### src/rtl/muldiv_unit.sv
// muldiv_unit: iterative N-cycle MUL / UDIV / SDIV unit for the LEGv8 datapath.
// Operands come from the register-file read ports; the result goes back through
// the write port (we3/wa3/wd3) as a one-cycle pulse in DONE.
// Optional feature macro: MULDIV_DIV0_EXC_EN. When it is defined, a divide by
// zero raises div0_exc in DONE and suppresses the write. When it is undefined,
// div0_exc is tied low and 0 is written to dst.
module muldiv_unit #(
   parameter int unsigned N = 64
) (
   input  logic         clk,
   input  logic         reset,
   input  logic         start,
   input  logic [1:0]   op,
   input  logic [N-1:0] a,
   input  logic [N-1:0] b,
   input  logic [4:0]   dst,
   output logic         busy,
   output logic         we3,
   output logic [4:0]   wa3,
   output logic [N-1:0] wd3,
   output logic         div0_exc
);

   localparam int unsigned CW = $clog2(N);

   typedef enum logic [1:0] {IDLE, RUN, DONE} state_t;
   typedef enum logic [1:0] {OP_MUL, OP_UDIV, OP_SDIV, OP_RSV} op_t;

   state_t        state;
   op_t           op_q;
   logic [4:0]    dst_q;
   logic          neg_q;
   logic          div0_q;
   logic [CW-1:0] cnt;
   // acc: product (MUL) or partial remainder (DIV)
   // x:   multiplicand (MUL) or dividend shifting into quotient (DIV)
   // y:   multiplier (MUL) or divisor magnitude (DIV)
   logic [N-1:0]  acc, x, y;
   logic [N-1:0]  acc_nxt, x_nxt, y_nxt;
   logic [N:0]    rem_sh, sub;
   logic [N-1:0]  result;

   // One shift-add or restoring-division step, plus final result selection
   always_comb begin
      acc_nxt = acc;
      x_nxt   = x;
      y_nxt   = y;
      rem_sh  = '0;
      sub     = '0;
      if (op_q == OP_MUL) begin
         if (y[0])
            acc_nxt = acc + x;
         x_nxt = x << 1;
         y_nxt = y >> 1;
      end else begin
         rem_sh = {acc, x[N-1]};
         sub    = rem_sh - {1'b0, y};
         if (!sub[N]) begin
            acc_nxt = sub[N-1:0];
            x_nxt   = {x[N-2:0], 1'b1};
         end else begin
            acc_nxt = rem_sh[N-1:0];
            x_nxt   = {x[N-2:0], 1'b0};
         end
      end
      if (op_q == OP_MUL)
         result = acc_nxt;
      else if (div0_q)
         result = '0;
      else if (neg_q)
         result = -x_nxt;
      else
         result = x_nxt;
   end

   // Control FSM with registered writeback outputs
   always_ff @(posedge clk) begin
      if (reset) begin
         state  <= IDLE;
         busy   <= 1'b0;
         we3    <= 1'b0;
         wa3    <= '0;
         wd3    <= '0;
         op_q   <= OP_MUL;
         dst_q  <= '0;
         neg_q  <= 1'b0;
         div0_q <= 1'b0;
         cnt    <= '0;
         acc    <= '0;
         x      <= '0;
         y      <= '0;
      end else begin
         we3 <= 1'b0;
         case (state)
            // DONE shares the accept path so that the edge ending DONE can
            // already take the next request (N+1 cycle back-to-back spacing)
            IDLE, DONE: begin
               state <= IDLE;
               busy  <= 1'b0;
               if (start && op != OP_RSV) begin
                  state  <= RUN;
                  busy   <= 1'b1;
                  op_q   <= op_t'(op);
                  dst_q  <= dst;
                  neg_q  <= (op == OP_SDIV) && (a[N-1] ^ b[N-1]);
                  div0_q <= (op != OP_MUL) && (b == '0);
                  cnt    <= '0;
                  acc    <= '0;
                  x      <= (op == OP_SDIV && a[N-1]) ? -a : a;
                  y      <= (op == OP_SDIV && b[N-1]) ? -b : b;
               end
            end
            RUN: begin
               acc <= acc_nxt;
               x   <= x_nxt;
               y   <= y_nxt;
               cnt <= cnt + 1'b1;
               if (cnt == CW'(N - 1)) begin
                  state <= DONE;
                  wa3   <= dst_q;
                  wd3   <= result;
`ifdef MULDIV_DIV0_EXC_EN
                  we3   <= (dst_q != 5'd31) && !div0_q;
`else
                  we3   <= (dst_q != 5'd31);
`endif
               end
            end
            default: state <= IDLE;
         endcase
      end
   end

`ifdef MULDIV_DIV0_EXC_EN
   logic exc_q;

   // Exception pulse for the DONE cycle of a divide by zero
   always_ff @(posedge clk) begin
      if (reset)
         exc_q <= 1'b0;
      else
         exc_q <= (state == RUN) && (cnt == CW'(N - 1)) && div0_q;
   end

   assign div0_exc = exc_q;
`else
   assign div0_exc = 1'b0;
`endif

endmodule

### config.mk
export PLATFORM = sky130hd
export DESIGN_NAME = muldiv_unit
export DESIGN_NICKNAME = d
export VERILOG_FILES = /design/src/rtl/muldiv_unit.sv
export SDC_FILE = /design/constraint.sdc
export NUM_CORES = 1
export LEC_CHECK = 0
export ABC_AREA = 1
export BUFFER_PORTS_ARGS = -buffer_cell sky130_fd_sc_hd__buf_2
export CAP_MARGIN = 40
export CORE_AREA = 2 2 267 296
export DETAILED_ROUTE_END_ITERATION = 6
export DIE_AREA = 0 0 269 298
export GPL_TIMING_DRIVEN = 0
export SYNTH_ARGS = -nofsm -noshare
export SYNTH_HDL_FRONTEND = slang
export SYNTH_SLANG_ARGS = --single-unit
### constraint.sdc
create_clock -name clk -period 8.9 [get_ports clk]
set_input_delay 1.78 -clock clk [delete_from_list [all_inputs] [get_ports clk]]
set_output_delay 1.78 -clock clk [all_outputs]
set_load 0.01 [all_outputs]
==> Word-level counts from Yosys, hierarchy flattened <==
Index checks and enable logic that the tools add are counted.
{ "totals": {"input_bits": 138, "rom_bits": 0, "out_inout_bits": 72, "mem_bits_rw": 0, "ff_bits": 280, "wordCells": 70, "mem_count": 0, "latchBits": 0} }
{ "op_classes": {"eq_ne": 9, "reduce_logical": 16, "shifts": 0, "muxes": 23, "div": 0, "multipliers": 0, "bitwise_logic": 3, "n_lt_le_gt_ge": 0, "addsub": 6} }
{ "op_table": {"columns": ["op", "count"], "rows": [
  ["$mux W64", 12],
  ["$pmux W64 S2", 3],
  ["$neg A64 Y64", 3],
  ["$sub A65 B64 Y65", 1],
  ["$add A64 B64 Y64", 1],
  ["$logic_not A64 Y1", 1],
  ["$pmux W6 S2", 1],
  ["$ne A2 B2 Y1 const B", 4],
  ["$add A6 B1 Y6 const B", 1],
  ["$eq A6 B6 Y1 const B", 1],
  ["$mux W6", 1],
  ["$reduce_and A2 Y1", 3],
  ["$logic_and A1 B1 Y1", 5],
  ["$ne A5 B5 Y1 const B", 1],
  ["$eq A2 B2 Y1 const B", 2],
  ["$logic_not A2 Y1", 2],
  ["$mux W1", 4],
  ["$pmux W2 S2", 1],
  ["$reduce_bool A2 Y1", 2],
  ["$reduce_and A3 Y1", 1],
  ["$reduce_or A3 Y1", 1],
  ["$eq A2 B1 Y1 const B", 1],
  ["$mux W2", 1],
  ["$not A1 Y1", 2],
  ["2 further kinds", 2]
]} }

==> Depth between registers and ports, before layout <==
Gate-level depths: netlist (run 1).
{ "depth": {"word_depth": 7, "ltp_mapped": 35, "depth_no_buf": 33} }

==> Least setup slack after synthesis (run 1) <==
OpenSTA, ideal clock, no wires.
{ "synth_timing": {"kind": "register -> register", "start": "reg y[0]", "end": "reg wd3[60]", "path_slack_ps": 4795, "n_path_buf": 2, "path_stages_with_launch": 32, "period_less_slack_ps": 4105, "t_required_ps": 8830, "arrival_time_ps": 4035, "setup_time_ps": 70, "cell_sequence": "dfxtp_1 > ha_1 > inv_1 > fa_1 > nand2_1 > nand2_1 > nand3_1 > nand2_1 > nand2_1 > nand2_2 > nand2_1 > nand2_2 > nand2_1 > nand3_1 > nand3_4 > buf_4 > buf_2 > ha_1 > nand3_2 > nor2_1 > nand2_1 > nor2_2 > nand4_1 > o21ai_2 > o21ai_0 > a21oi_1 > nand2_1 > a21oi_1 > o21ai_0 > nand2_1 > nand3_1 > a21oi_1"} }
{ "synth_via": {"elab_chain_len": 7, "word_cells_on_any_way": 10, "cone_classes": "add/sub (2); mux (8)"} }
{ "synth_rtl": {"columns": ["element", "line", "rtl"], "rows": [
  ["start, declared", "38", "logic [N-1:0] acc, x, y;"],
  ["start signal, assigned", "110", "y <= (op == OP_SDIV && b[N-1]) ? -b : b;"],
  ["start signal, assigned", "116", "y <= y_nxt;"],
  ["$sub A65 B64 Y65", "57", "sub = rem_sh - {1'b0, y};"],
  ["$mux W1", "58", "if (!sub[N]) begin"],
  ["$mux W1", "50", "if (op_q == OP_MUL) begin"],
  ["$neg A64 Y64", "71", "result = -x_nxt;"],
  ["$mux W64", "70", "else if (neg_q)"],
  ["$mux W64", "68", "else if (div0_q)"],
  ["$mux W64 *", "66", "if (op_q == OP_MUL)"],
  ["end signal, assigned", "121", "wd3 <= result;"],
  ["end, declared", "20", "output logic [N-1:0] wd3,"]
]} }
Every way passes the cells marked *; elsewhere a longest branch is shown, timed or not.
A chain may end at the register's enable or synchronous reset.

==> Final worst setup path (run 1) <==
{ "layout_timing": {"start": "reg y[0]", "end": "reg wd3[58]"} }
The elaborated chain is that of the path after synthesis.

==> results of run 1 <==
-- metrics by stage --
step           area (µm²)  setup slack, ps  power [µW]  hold WS (ps)
2_1_floorplan       26800             4790        2740           436
3_5_place_dp        29500             2950        3500           453
4_1_cts             30600             2910        4930           463
3_3_place_gp        29200             2940        3470           449
6_report            30600             2590        4990           459
5_1_grt             30600             2270        5240           474
-- report_power, final --
group	switching [µW]	total, µW	internal, µW
clock	622	1440	818
sequential	117	1440	1330
combinational	1490	2110	617
-- worst max-delay path: cells and delay by family (launching register included) --
kind,cells,cell delay (ps)
and+or+nand+nor,20,2510
adders and majority gates,3,990
AOI/OAI and AO/OA,6,1180
buffers and inverters,4,910
DFF,1,620
-- worst paths after layout --
| check | start | endpoint | slack, ps | depth (start not counted) |
|---|---|---|---|---|
| max | y[0] | wd3[58] | 2590 | 33 |
| max reg2reg | y[0] | wd3[58] | 2590 | 33 |
| min | wd3[7] | wd3[7] | 460 | 2 |
| min reg2reg | wd3[7] | wd3[7] | 460 | 2 |
-- logic make-up (layout without fill, tap and decap cells) --
family / after synthesis / after routing / synth area share
flops: 280 / 280 / 0.209
fa+ha+maj: 133 / 133 / 0.0626
buf+inv: 691 / 989 / 0.0978
other cells: 1 / 3 / 0.000140
xor+xnor: 141 / 141 / 0.0460
simple gates: 2022 / 2022 / 0.321
compound gates: 1276 / 1276 / 0.263
-- metal layers --
metal,global-route usage,share of wire
met1,0.437,0.43
met2,0.499,0.44
met3,0.0529,0.089
met4,0.138,0.049
met5,0,0
-- sequential cells by signal (all words and copies together) (netlist names) --
signal and count:
op_q 2, cnt 6, div0_q 1, x 64
dst_q 5, wd3 64, y 64, we3 1
neg_q 1, acc 64, busy 1, state 2
wa3 5
-- final cells by class --
cell class                      instances  area, µm²
Antenna cell                            2       5.00
Clock buffer                           54       1050
Multi-Input combinational cell       3573      18600
Buffer                                191        747
Tap cell                             1035       1290
Fill cell                            8646      46300
Clock inverter                         10       68.8
Timing Repair Buffer                  234       1400
Sequential cell                       280       5610
Inverter                              500       1880
-- placed cells by master, fill, tap and decap left out, types with 50 or more instances in the layout --
cell type / count
o21ai_0: 346
a31oi_1: 105
clkbuf_1: 166
xnor2_1: 63
inv_1: 485
o211ai_1: 64
buf_2: 218
dfxtp_1: 280
nor3_1: 70
a21oi_1: 607
ha_1: 131
xor2_1: 78
nor4_1: 50
nand3_1: 284
nand2_1: 1044
nor2_1: 452
==> impl_results.md, run 1 <==
- Worst EP arrival: 6800 ps
- Worst setup SP type: flip-flop
- Clock sinks: 280
- Largest net degree at the start of global routing: 13
- Clock Root Buffer: clkbuf_16
- CTS Buf Count: 36
- Die extent in x: 269 µm
- Htree depth: 2
- Vias in the first global route: just under 30000
- Setup Buffers After CTS: 0
- Yosys cell types: 61
- Fin crit period: ~6300 ps
- Hold Crit Class: flip-flop to flip-flop
- Standard-cell rows: 107
- FF+latch count, synth: 280
- # resized after CTS: 0
- Chip Height: 298 µm
- Placed Instances: between 5000 and 6000
- Cells after synthesis: 4544
- I/O pin count: 210
- Post-DP HPWL: 112000 µm
- Largest cells by area after synthesis: dfxtp_1 (21%), nand2_1 (15%), a21oi_1 (11%)
- Avg WL per Cell: 22.6 µm
- Post-synth EDFFs: 0
- Layout area overhead: 14.2%
- Post-layout net count: 5087
- Initial antenna violation count: 3
- Layout Cells excl Fill: 5879
- Slowest stage cell, crit path: dfxtp_1
- CTS Buffer Depth: 3
- Top cell type by total area after synthesis: dfxtp_1
- Initial Utilization: 0.348
- DR pass1 iterations: 7
- Leak: 0.0128 µW
- I/O Buffers: slightly above 200
- CTS tree: yes
- Slew HR: 0.332
- CP Class: flip-flop to flip-flop
- Most used DFF post-synth: dfxtp_1
- Period utilisation layout: 0.709
- Max frequency: 158 MHz
- Top-area cell type share of the netlist area: 0.209
- Hold-fix buffers, CTS: 0
- Antenna-violating nets left: 0
- Total routed wirelength: 133000 µm
- Unrepaired setup endpoints after global routing: no
- GPL Wtd Cong: 0.996
- Commonest cells post-synth: nand2_1 (1044), a21oi_1 (607), inv_1 (485), nor2_1 (452), o21ai_0 (346)
- Seq/Total Area, Yosys: 0.209
- Netlist area before placement: 26800 µm²
- PwrDens: 163 nW/µm²
- Required time of the critical path: 9390 ps
- Share of cells above drive strength 1: 0.0801
- Outcome: finished, violations left
- Worst path most repeated cell: nand2_1
- DIE AREA: 80200 µm²
- Grt total ovfl: 0
- Setup TNS Final: 0 ps
- Slew @ Worst Pin: roughly 1000 ps
- Drt drc: 1
- Top-count cell post-synth: nand2_1
- Final Hold Fails: 0
- Pins Over Slew Limit: 0
- Clock transition at path regs: 60 ps
- Setup Viol. Count Final: 0
- CP max FO: 10
- Maximum VDD drop: 0.135 mV
- Vias: roughly 33000
- DR iter-0 viols: a little under 4000
- Critical Path Max Stage Delay: 620 ps
- Asr flop ratio synth: 0
- Clock Latency Late Sink: ~580 ps
- End-of-flow core utilization: 0.398
- Syn Area/Cell: 5.90 µm²
- DR vias/cell: 5.61
- Mapped Nets: 4815
- First-pass GRT wire length: 193000 µm
- Failing checks: DRC
- GR Util All Layers: 0.322
- Max-cap violations: 0
- Core area: 77000 µm²
- CP Capture Type: flip-flop
- Yosys warns: 0
- Fin Clk Skew: 18.1 ps
Note: power is estimated with default switching activity, not from simulation.
==> run 2: changes to the inputs <==
ABC_AREA = 0   (was 1)
CORE_AREA = 2 2 255 282   (was 2 2 267 296)
DIE_AREA = 0 0 257 284   (was 0 0 269 298)
clock period = 5.1 ns   (was 8.9 ns; I/O delays follow)
==> run 2 against run 1 <==
Effect of this change: the run ends with setup timing left; synthesized cell count fell by 26%; first-iteration DRC count fell by 20%; core utilization rose by 1.2 points; wire length fell by 15%; synthesized area fell by 9.2%; final area fell by 6.2%; register-to-register slack got worse by 2800 ps; critical path depth fell by 9; largest power group unchanged.
==> impl_results.md, run 2 <==
- Worst setup SP type: flip-flop
- Period utilisation layout: 1.04 (+0.331)
- Initial Utilization: 0.347 (-0.000988)
- Most common cell after layout, fill and taps aside: a21oi_1
- Cells on worst reg2reg path: 24 (-27%)
- Hold-fix buffers, CTS: 0 (unchanged)
- Mapped Nets: 3630 (-25%)
- DR vias/cell: 6.05 (+7.9%)
- Worst hold slack: 453 ps (-5.92 ps)
- Total routed wirelength: 114000 µm (-15%)
- Combinational power share: 0.364 (-0.058)
- GR Util met3: 0.0647 (+0.0118)
- Largest cells by area after synthesis: dfxtp_1 (23%), a21oi_1 (8.0%), ha_1 (6.7%)
- End-of-flow core utilization: 0.410 (+0.0121)
- DR iter-0 viols: 3124 (-20%)
- Vias: 27900 (-15%)
- Most used DFF post-synth: dfxtp_1
- Max frequency: 188 MHz (+19%)
- Top-area cell type share of the netlist area: 0.230 (+0.0213)
- Drt drc: 0 (-1)
- Setup Viol. Count Final: 7 (+7)
- CP Capture Type: flip-flop
- Top-count cell post-synth: a21oi_1
- GPL Wtd Cong: 1.01 (+1.1%)
- CP Class: flip-flop to flip-flop
- Hold Crit Class: flip-flop to flip-flop
- CTS Buffer Depth: 3 (unchanged)
- CTS tree: yes
- Vias in the first global route: 26300 (-11%)
- Worst EP arrival: 5720 ps (-1080 ps)
- Largest net degree at the start of global routing: 14 (+1)
- Htree depth: 2 (unchanged)
- Netlist area before placement: 24300 µm² (-9.2%)
- Asr flop ratio synth: 0 (unchanged)
- Most used routing layer: met2
- Yosys warns: 0 (unchanged)
- Fin Clk Skew: 18.1 ps (-0.00550 ps)
- Pins Over Slew Limit: 0 (unchanged)
- First-pass GRT wire length: 163000 µm (-15%)
- Met2 Track Usage GR: 0.476 (-0.0233)
- I/O Buffers: 207 (unchanged)
- DIE AREA: 73000 µm² (-8.9%)
- Cells after synthesis: 3359 (-26%)
- Share of cells above drive strength 1: 0.125 (+0.0449)
- Clock Latency Late Sink: 570 ps (about the same)
- Post-DP HPWL: 91900 µm (-18%)
- Commonest cells post-synth: a21oi_1 (391), nor2_1 (333), nand2_1 (331), dfxtp_1 (280), o21ai_0 (217)
- CTS Buf Count: 35 (-2.8%)
- Outcome: finished, violations left
- Unrepaired setup endpoints after global routing: yes
- Leak: 0.0115 µW (-10%)
- Hold depth: 2 (unchanged)
- Commonest cells after routing, fill and taps aside: a21oi_1 (384), nor2_1 (329), nand2_1 (329)
- Die extent in x: 257 µm (-4.5%)
- Top cell type by total area after synthesis: dfxtp_1
- GR Util met1: 0.360 (-0.0766)
- Grt total ovfl: 0 (unchanged)
- Slew @ Worst Pin: 1050 ps (+46.1 ps)
- Post-placement cell area: 26900 µm² (-9.0%)
- Yosys cell types: 90 (+48%)
- Maximum VDD drop: 0.191 mV (+42%)
- Core area: 70100 µm² (-9.0%)
- Max-cap violations: 0 (unchanged)
- Psw: 3140 µW (+41%)
- I/O pin count: 210 (unchanged)
- Final Hold Fails: 0 (unchanged)
- Int Power: 4790 µW (+73%)
- Antenna-violating nets left: 0 (unchanged)
- Chip Height: 284 µm (-4.7%)
- Slew HR: 0.301 (-0.0307)
- DR pass1 iterations: 7 (unchanged)
- Failing checks: setup timing
- PwrDens: 276 nW/µm² (+69%)
- Standard-cell rows: 102 (-4.7%)
- Layout area overhead: 18.0%
- Avg WL per Cell: 24.7 µm (+8.9%)
- Sw Ratio: 0.396 (-0.0504)
- Place WS: -1940 ps (-4890 ps)
- Seq/Total Area, Yosys: 0.230 (+0.0213)
- Post-route cell area: 28700 µm² (-6.2%)
- Post-synth EDFFs: 0 (unchanged)
- Part of the power in registers: 0.314 (+0.025)
- Fin crit period: 5310 ps (-1010 ps)
- Setup TNS Final: -747 ps (-747 ps)
- FF+latch count, synth: 280 (unchanged)
- Initial antenna violation count: 2 (-1)
- Setup ws final: -207 ps (-2790 ps)
- Syn Area/Cell: 7.25 µm² (+23%)
- CP max FO: 5 (-5)
- Required time of the critical path: 5510 ps (-3880 ps)
- Clock Root Buffer: clkbuf_16
- Clock power share: 0.322 (+0.033)
- Clock sinks: 280 (unchanged)
- Post-layout net count: 3919 (-23%)
- Clock transition at path regs: 60 ps (about the same)
- GR Util All Layers: 0.296 (-0.0257)
## run 2: changes by cell type after synthesis, sizes merged, moves of 70 or more
cell / before / now
nand3: 291 / 62
o21ai: 383 / 222
a21oi: 609 / 391
nor2: 467 / 334
inv: 496 / 120
nand2: 1058 / 331
xnor2: 63 / 166
a211oi: 6 / 96
a31oi: 105 / 35
## run 2: timing repair
item / CTS / global route
gates resized for setup: 49 / 73
pin swaps: 14 / 24
setup buffers: 13 / 15
setup endpoints to repair: 39 / 28
gates cloned: 0 / 0
hold endpoints to repair: 0 / 0
## run 2: layer usage
metal  up-vias  wire length [µm]
li1      12900                 -
met1     13300             45300
met2      1304             50400
met3       376              9730
met4         2              8220
met5         -                13
## run 2: power groups by stage
stage | clock [µW] | sequential, µW | combinational (µW)
global placement | 0 | 2530 | 2600
CTS | 2560 | 2480 | 2710
detailed placement | 0 | 2530 | 2640
global route | 2650 | 2500 | 3100
finish | 2550 | 2490 | 2880
floorplan | 0 | 2450 | 1790
## run 2: cells by family after synthesis
kind of cell    share of synthesized area
fa+ha+maj                          0.0690
mux                                0.0213
compound gates                      0.318
flops                               0.230
buf+inv                            0.0552
xor+xnor                            0.104
simple gates                        0.202
other cells                      0.000154
## run 2: final timing paths
check	startpoint	end	slack, ps
worst max-delay path	y[0]	wd3[60]	-210
worst min-delay path	wd3[59]	wd3[59]	450
worst max register to register	y[0]	wd3[60]	-210
worst min register to register	wd3[59]	wd3[59]	450
## run 2: critical path, stage by stage (launching register included)
cell,delay (ps)
dfxtp_1,430
ha_4,210
inv_2,40
fa_2,370
a211oi_2,250
nor2_2,90
o31ai_4,280
a211oi_4,140
o311ai_4,300
and4b_2,320
nor4_4,70
inv_4,190
ha_4,150
nor2b_4,130
nand4b_1,160
o41a_1,500
o21bai_4,200
o21bai_4,200
a21oi_4,210
buf_4,150
nand2_2,60
xnor2_2,230
nor2_2,90
a221oi_2,250
a211oi_1,110
## run 2: metrics by stage
step                      cells  power [µW]
after floorplan            3359        4230
after global placement     4502        5130
after detailed placement   4530        5170
after CTS                  4599        7760
after global routing       4608        8250
final                      4609        7930
## run 2: area by class of cell
cell class / instances / area [µm²]
multi-input combinational: 2728 / 17900
timing repair buffer: 264 / 1560
clock buffer: 50 / 1020
inverter: 121 / 459
tap: 936 / 1170
fill: 7474 / 41300
buffer: 218 / 850
antenna: 1 / 2.50
clock inverter: 11 / 101
sequential: 280 / 5620
